**src/rtl/result_frame_tx.sv**
```systemverilog
// Result frame transmitter: on each inference completion sends header, digit,
// score bytes from scores_ram and an XOR checksum through the shared uart_tx.
module result_frame_tx #(
  parameter logic [7:0]  HEADER_BYTE     = 8'hA5,
  parameter int unsigned NUM_SCORE_BYTES = 40
) (
  input  logic       clk,
  input  logic       rst,
  input  logic       start,
  input  logic [3:0] digit,
  output logic [5:0] scores_addr,
  input  logic [7:0] scores_data,
  output logic [7:0] tx_data,
  output logic       tx_send,
  input  logic       tx_busy,
  output logic       active,
  output logic       frame_done,
  output logic       pending
);

  localparam logic [5:0] IDX_LAST_SCORE = 6'(NUM_SCORE_BYTES + 1);
  localparam logic [5:0] IDX_CSUM       = 6'(NUM_SCORE_BYTES + 2);
  localparam logic [5:0] IDX_DONE       = 6'(NUM_SCORE_BYTES + 3);

  typedef enum logic [2:0] {
    S_IDLE,
    S_FETCH,
    S_LOAD,
    S_SEND,
    S_WAIT_HI,
    S_WAIT_LO,
    S_DONE
  } state_t;

  state_t     r_state;
  logic [5:0] r_idx;
  logic [7:0] r_csum;
  logic [3:0] r_digit;
  logic [3:0] r_pend_digit;
  logic       r_pending;
  logic [7:0] r_tx_data;
  logic       r_tx_send;
  logic       r_active;
  logic       r_frame_done;
  logic [5:0] r_scores_addr;

  logic [5:0] w_idx_next;
  logic [7:0] w_byte;

  assign w_idx_next = r_idx + 6'd1;

  // Byte selected for the current frame position.
  always_comb begin
    w_byte = HEADER_BYTE;
    if (r_idx == 6'd0)          w_byte = HEADER_BYTE;
    else if (r_idx == 6'd1)     w_byte = {4'h0, r_digit};
    else if (r_idx == IDX_CSUM) w_byte = r_csum;
    else                        w_byte = scores_data;
  end

  always_ff @(posedge clk or posedge rst) begin
    if (rst) begin
      r_state       <= S_IDLE;
      r_idx         <= 6'd0;
      r_csum        <= 8'h00;
      r_digit       <= 4'h0;
      r_pend_digit  <= 4'h0;
      r_pending     <= 1'b0;
      r_tx_data     <= 8'h00;
      r_tx_send     <= 1'b0;
      r_active      <= 1'b0;
      r_frame_done  <= 1'b0;
      r_scores_addr <= 6'd0;
    end else begin
      r_tx_send    <= 1'b0;
      r_frame_done <= 1'b0;

      // Depth-1 queue; starts arriving while already queued are dropped.
      if (start && (r_state != S_IDLE) && (r_state != S_DONE) && !r_pending) begin
        r_pending    <= 1'b1;
        r_pend_digit <= digit;
      end

      case (r_state)
        S_IDLE: begin
          if (start) begin
            r_digit  <= digit;
            r_idx    <= 6'd0;
            r_csum   <= 8'h00;
            r_active <= 1'b1;
            r_state  <= S_LOAD;
          end
        end
        S_FETCH: r_state <= S_LOAD;
        S_LOAD: begin
          r_tx_data <= w_byte;
          if ((r_idx != 6'd0) && (r_idx != IDX_CSUM)) r_csum <= r_csum ^ w_byte;
          r_scores_addr <= 6'd0;
          r_state       <= S_SEND;
        end
        S_SEND: begin
          if (!tx_busy) begin
            r_tx_send <= 1'b1;
            r_state   <= S_WAIT_HI;
          end
        end
        S_WAIT_HI: if (tx_busy) r_state <= S_WAIT_LO;
        S_WAIT_LO: begin
          if (!tx_busy) begin
            r_idx <= w_idx_next;
            if (w_idx_next == IDX_DONE) begin
              r_frame_done <= 1'b1;
              r_state      <= S_DONE;
            end else if ((w_idx_next >= 6'd2) && (w_idx_next <= IDX_LAST_SCORE)) begin
              r_scores_addr <= w_idx_next - 6'd2;
              r_state       <= S_FETCH;
            end else begin
              r_state <= S_LOAD;
            end
          end
        end
        S_DONE: begin
          // A queued start, or one landing in this cycle, chains straight into a new frame.
          if (r_pending || start) begin
            r_digit   <= r_pending ? r_pend_digit : digit;
            r_pending <= 1'b0;
            r_idx     <= 6'd0;
            r_csum    <= 8'h00;
            r_state   <= S_LOAD;
          end else begin
            r_active <= 1'b0;
            r_state  <= S_IDLE;
          end
        end
        default: r_state <= S_IDLE;
      endcase
    end
  end

  assign scores_addr = r_scores_addr;
  assign tx_data     = r_tx_data;
  assign tx_send     = r_tx_send;
  assign active      = r_active;
  assign frame_done  = r_frame_done;
  assign pending     = r_pending;

endmodule

```
**config.mk**
```make
export PLATFORM = sky130hd
export DESIGN_NAME = result_frame_tx
export DESIGN_NICKNAME = d
export VERILOG_FILES = /design/src/rtl/result_frame_tx.sv
export SDC_FILE = /design/constraint.sdc
export NUM_CORES = 1
export LEC_CHECK = 0
export BUFFER_PORTS_ARGS = -buffer_cell sky130_fd_sc_hd__buf_2
export CORE_ASPECT_RATIO = 2
export CORE_MARGIN = 10
export CORE_UTILIZATION = 52
export CTS_CLUSTER_DIAMETER = 100
export DETAILED_ROUTE_END_ITERATION = 16
export PLACE_DENSITY = 0.76
export SLEW_MARGIN = 5
export SYNTH_ARGS = -nofsm -noshare
export SYNTH_HDL_FRONTEND = slang
export SYNTH_SLANG_ARGS = --single-unit
```
**constraint.sdc**
```tcl
create_clock -name clk -period 2.35 [get_ports clk]
set_input_delay 0 -clock clk [delete_from_list [all_inputs] [get_ports clk]]
set_output_delay 0 -clock clk [all_outputs]
set_load 0.05 [all_outputs]
```
==> out/metrics.csv <==
stage,metric,value,unit
run_status,outcome,"complete, no violations",
sta,RSZ-0062 raised after global routing,false,
finish,antenna cell count,0,
worst_setup_path,CP max FO,7,
clocking,H-tree depth,2,
yosys,Syn Nets,296,
sta,maximum clock frequency,0.454,GHz
sta,fin crit period,2.20,ns
yosys,syn_area_per_cell,9.63,sq um
place,placed cell areas,2880,sq um
clocking,CTS max path bufs,2,
power_and_ir_drop,sw frac,0.464,
global_routing,Tot GR Track Use,0.154,
floorplanning,IO Count,34,
yosys,synth unique cells,62,
job,maxcap violations,0,
floorplanning,Die Y,121,um
yosys,synthesized area,2630,sq um
global_routing,total gr overflow,0,
floorplanning,Initial Util,0.535,
route,drc violations,0,
yosys,async set or reset register ratio after synthesis,1.00,
min_path,hold path cells,3,
clocking,CTS buffer count,5,
global_routing,initial antenna violation count,0,
yosys,synth warn,0,
route,post-route antenna net violation count,0,
sta,Slew Limit Fails,0,
sta,Setup Viol. Count Final,0,
route,Iter 0 DRT Violations,65,
yosys,#FFs+latches synth,43,
power_and_ir_drop,internal power,0.00180,W
power_and_ir_drop,P_sw,0.00156,W
clocking,Root Buffer,clkbuf_8,
sta,Final Cycle Share,0.938,
global_routing,vias in the first global route,2296,
worst_setup_path,slowest CP cell,dfrtp_1,
place,RePlAce Congestion,0.903,
worst_setup_path,Register-to-Register Path Depth,7,
route,iteration count of the initial detailed-routing pass,4,
global_routing,first-pass GRT wire length,10700,um
min_path,HP Class,input port to flop,
worst_setup_path,crit path launch type,flop,
sta,clk_skew,0.00400,ns
sta,Post-Route Setup TNS,0,ns
place,DP HPWL,4850,um
worst_setup_path,biggest cell delay along the critical path,0.44,ns
place,port bufs,33,
worst_setup_path,Required @ worst endpoint,2.56,ns
sta,worst slew pin tran,0.636,ns
worst_setup_path,CP arrival,2.41,ns
floorplanning,Die ar.,8470,sq um
global_routing,largest net degree at the start of global routing,44,
clocking,Sink Count,43,
worst_setup_path,crit path capture type,flop,
finish,Final Cell Area,3070,sq um
route,WL per Instance,17.0,um
yosys,Post-synth EDFFs,0,
floorplanning,Die Span X,70.3,um
clocking,clock-pin slew on the worst setup and hold paths,0.09,ns
power_and_ir_drop,Leak,1.35,nW
yosys,sequential cell area fraction in the yosys report,0.409,
finish,share of cells above drive strength 1,0.280,
finish,Fillers,425,
worst_setup_path,CP Class,flop to flop,
finish,layout overhead on the synthesized area,16.9,%
power_and_ir_drop,PD cells,1090,nW/um^2
route,DR vias/cell,5.80,
power_and_ir_drop,Flop pwr share,0.329,
power_and_ir_drop,combinational cell fraction of total power,0.520,
floorplanning,# rows,36,
power_and_ir_drop,clock share of power,0.151,
sta,relative slew slack,0.572,
finish,Nets,344,
sta,final hold vios,0,
power_and_ir_drop,VDD IR max,0.682,mV
route,vias post-DR,2199,
yosys,Gate Count Post-Synth,273,
yosys,Post-synth top flop,dfrtp_1,
floorplanning,core area,4910,sq um
worst_setup_path,critical-path cell list,ha_2 -> and4_2 -> a32oi_1 -> o41ai_2 -> o31ai_4 -> nand2_2 -> o211a_1,
clocking,clk_lat worst skew,0.31,ns
clocking,CTS tree,built,
route,Routed WL,6450,um
-- through the flow --
step | hold WS, ns | total power (W) | worst slack, ns | cells | utilization
final | 0.0261 | 0.00335 | 0.145 | 379 | 0.626
after global routing | 0.0546 | 0.00357 | 0.0487 | 379 | 0.626
after CTS | 0.0314 | 0.00333 | 0.0419 | 377 | 0.617
after detailed placement | 0.167 | 0.00281 | 0.0533 | 363 | 0.586
after global placement | 0.162 | 0.00277 | 0.0910 | 363 | 0.586
after floorplan | 0.151 | 0.00236 | 0.0730 | 273 | -
-- area by class of cell --
class / instances / area (sq um) / share of cell area
Clock buffer: 5 / 68.8 / 0.0224
Clock inverter: 3 / 26.3 / 0.00855
Inverter: 11 / 41.3 / 0.0134
Multi-Input combinational cell: 205 / 1440 / 0.469
Sequential cell: 43 / 1080 / 0.351
Tap cell: 57 / 71.3 / 0.0232
Timing Repair Buffer: 55 / 345 / 0.112
-- synthesized netlist by cell type, types with 3 or more instances --
cell | number | share of area
a21oi_1 | 17 | 0.032
a31oi_1 | 3 | 0.0071
buf_2 | 4 | 0.0076
buf_6 | 3 | 0.013
clkbuf_1 | 5 | 0.0071
dfrtp_1 | 43 | 0.41
ha_1 | 7 | 0.033
inv_1 | 10 | 0.014
mux2_2 | 5 | 0.021
mux2i_1 | 7 | 0.027
nand2_1 | 22 | 0.031
nand3_1 | 8 | 0.015
nor2_1 | 29 | 0.041
nor3_1 | 4 | 0.0076
nor3b_1 | 3 | 0.0086
o21ai_0 | 26 | 0.049
o2bb2ai_1 | 5 | 0.017
o31ai_1 | 6 | 0.017
or2_2 | 3 | 0.0071
or3_1 | 3 | 0.0071
xnor2_1 | 5 | 0.017
xor2_1 | 9 | 0.030
-- state kept, by name (all words and copies together), names as in the netlist --
name          cells
frame_done        1
scores_addr       6
r_state           3
active            1
pending           1
r_idx             6
r_csum            8
tx_send           1
tx_data           8
r_pend_digit      4
r_digit           4
-- layout by cell type, fill, tap and decap left out, types with 7 or more instances in the layout --
| cell | count |
|---|---|
| dfrtp_1 | 40 |
| buf_2 | 33 |
| nor2_1 | 29 |
| o21ai_0 | 26 |
| nand2_1 | 22 |
| a21oi_1 | 17 |
| buf_4 | 16 |
| xor2_1 | 9 |
| inv_1 | 8 |
| nand3_1 | 8 |
| mux2i_1 | 7 |
-- path summary, 6_finish.rpt --
kind | from | endpoint | slack [ns]
max | r_idx[0] | scores_addr[4] | 0.15
max in group asynchronous | rst | r_idx[2] | 1.60
min in group asynchronous | rst | tx_data[2] | 0.36
min reg2reg | scores_addr[0] | scores_addr[0] | 0.50
min | scores_data[4] | tx_data[4] | 0.03
max reg2reg | r_idx[0] | scores_addr[4] | 0.15
-- kinds of logic (layout without fill, tap and decap cells) --
family,Yosys count,in the layout,share of synthesized area
AND/OR/NAND/NOR,94,94,0.196
AO/OA/AOI/OAI,78,78,0.216
flip-flops,43,43,0.409
buffers and inverters,25,74,0.0514
XOR/XNOR,14,14,0.0466
multiplexers,12,12,0.0481
adder cells (fa/ha/maj),7,7,0.0333
-- critical path, delay by kind of cell, from the launching register on --
| kind | cells | cell delay [ns] |
|---|---|---|
| compound gates | 4 | 0.98 |
| flops | 1 | 0.44 |
| simple gates | 2 | 0.42 |
| fa+ha+maj | 1 | 0.25 |
-- metal layers --
| metal | track usage | vias to the layer above | wire [um] |
|---|---|---|---|
| met2 | 0.290 | 40 | 3690 |
| li1 | - | 1072 | - |
| met5 | 0 | - | 0 |
| met4 | 0.0980 | 0 | 240 |
| met1 | 0.141 | 1071 | 2310 |
| met3 | 0.0360 | 16 | 211 |
-- power groups by stage --
stage	clock, W	combinational (W)	sequential (W)
finish	0.000507	0.00174	0.00110
CTS	0.000515	0.00171	0.00110
global placement	0	0.00167	0.00111
detailed placement	0	0.00170	0.00111
global route	0.000533	0.00191	0.00113
floorplan	0	0.000949	0.00141
-- repair_timing --
| action | 4_1_cts | 5_1_grt |
|---|---|---|
| endpoints found under the setup margin | 0 | 12 |
| gates resized for setup | 0 | 8 |
| hold endpoints to repair | 48 | 0 |
| hold buffers | 6 | 0 |
| setup buffers | 0 | 2 |
No activity file was read; power rests on OpenSTA's default activity.
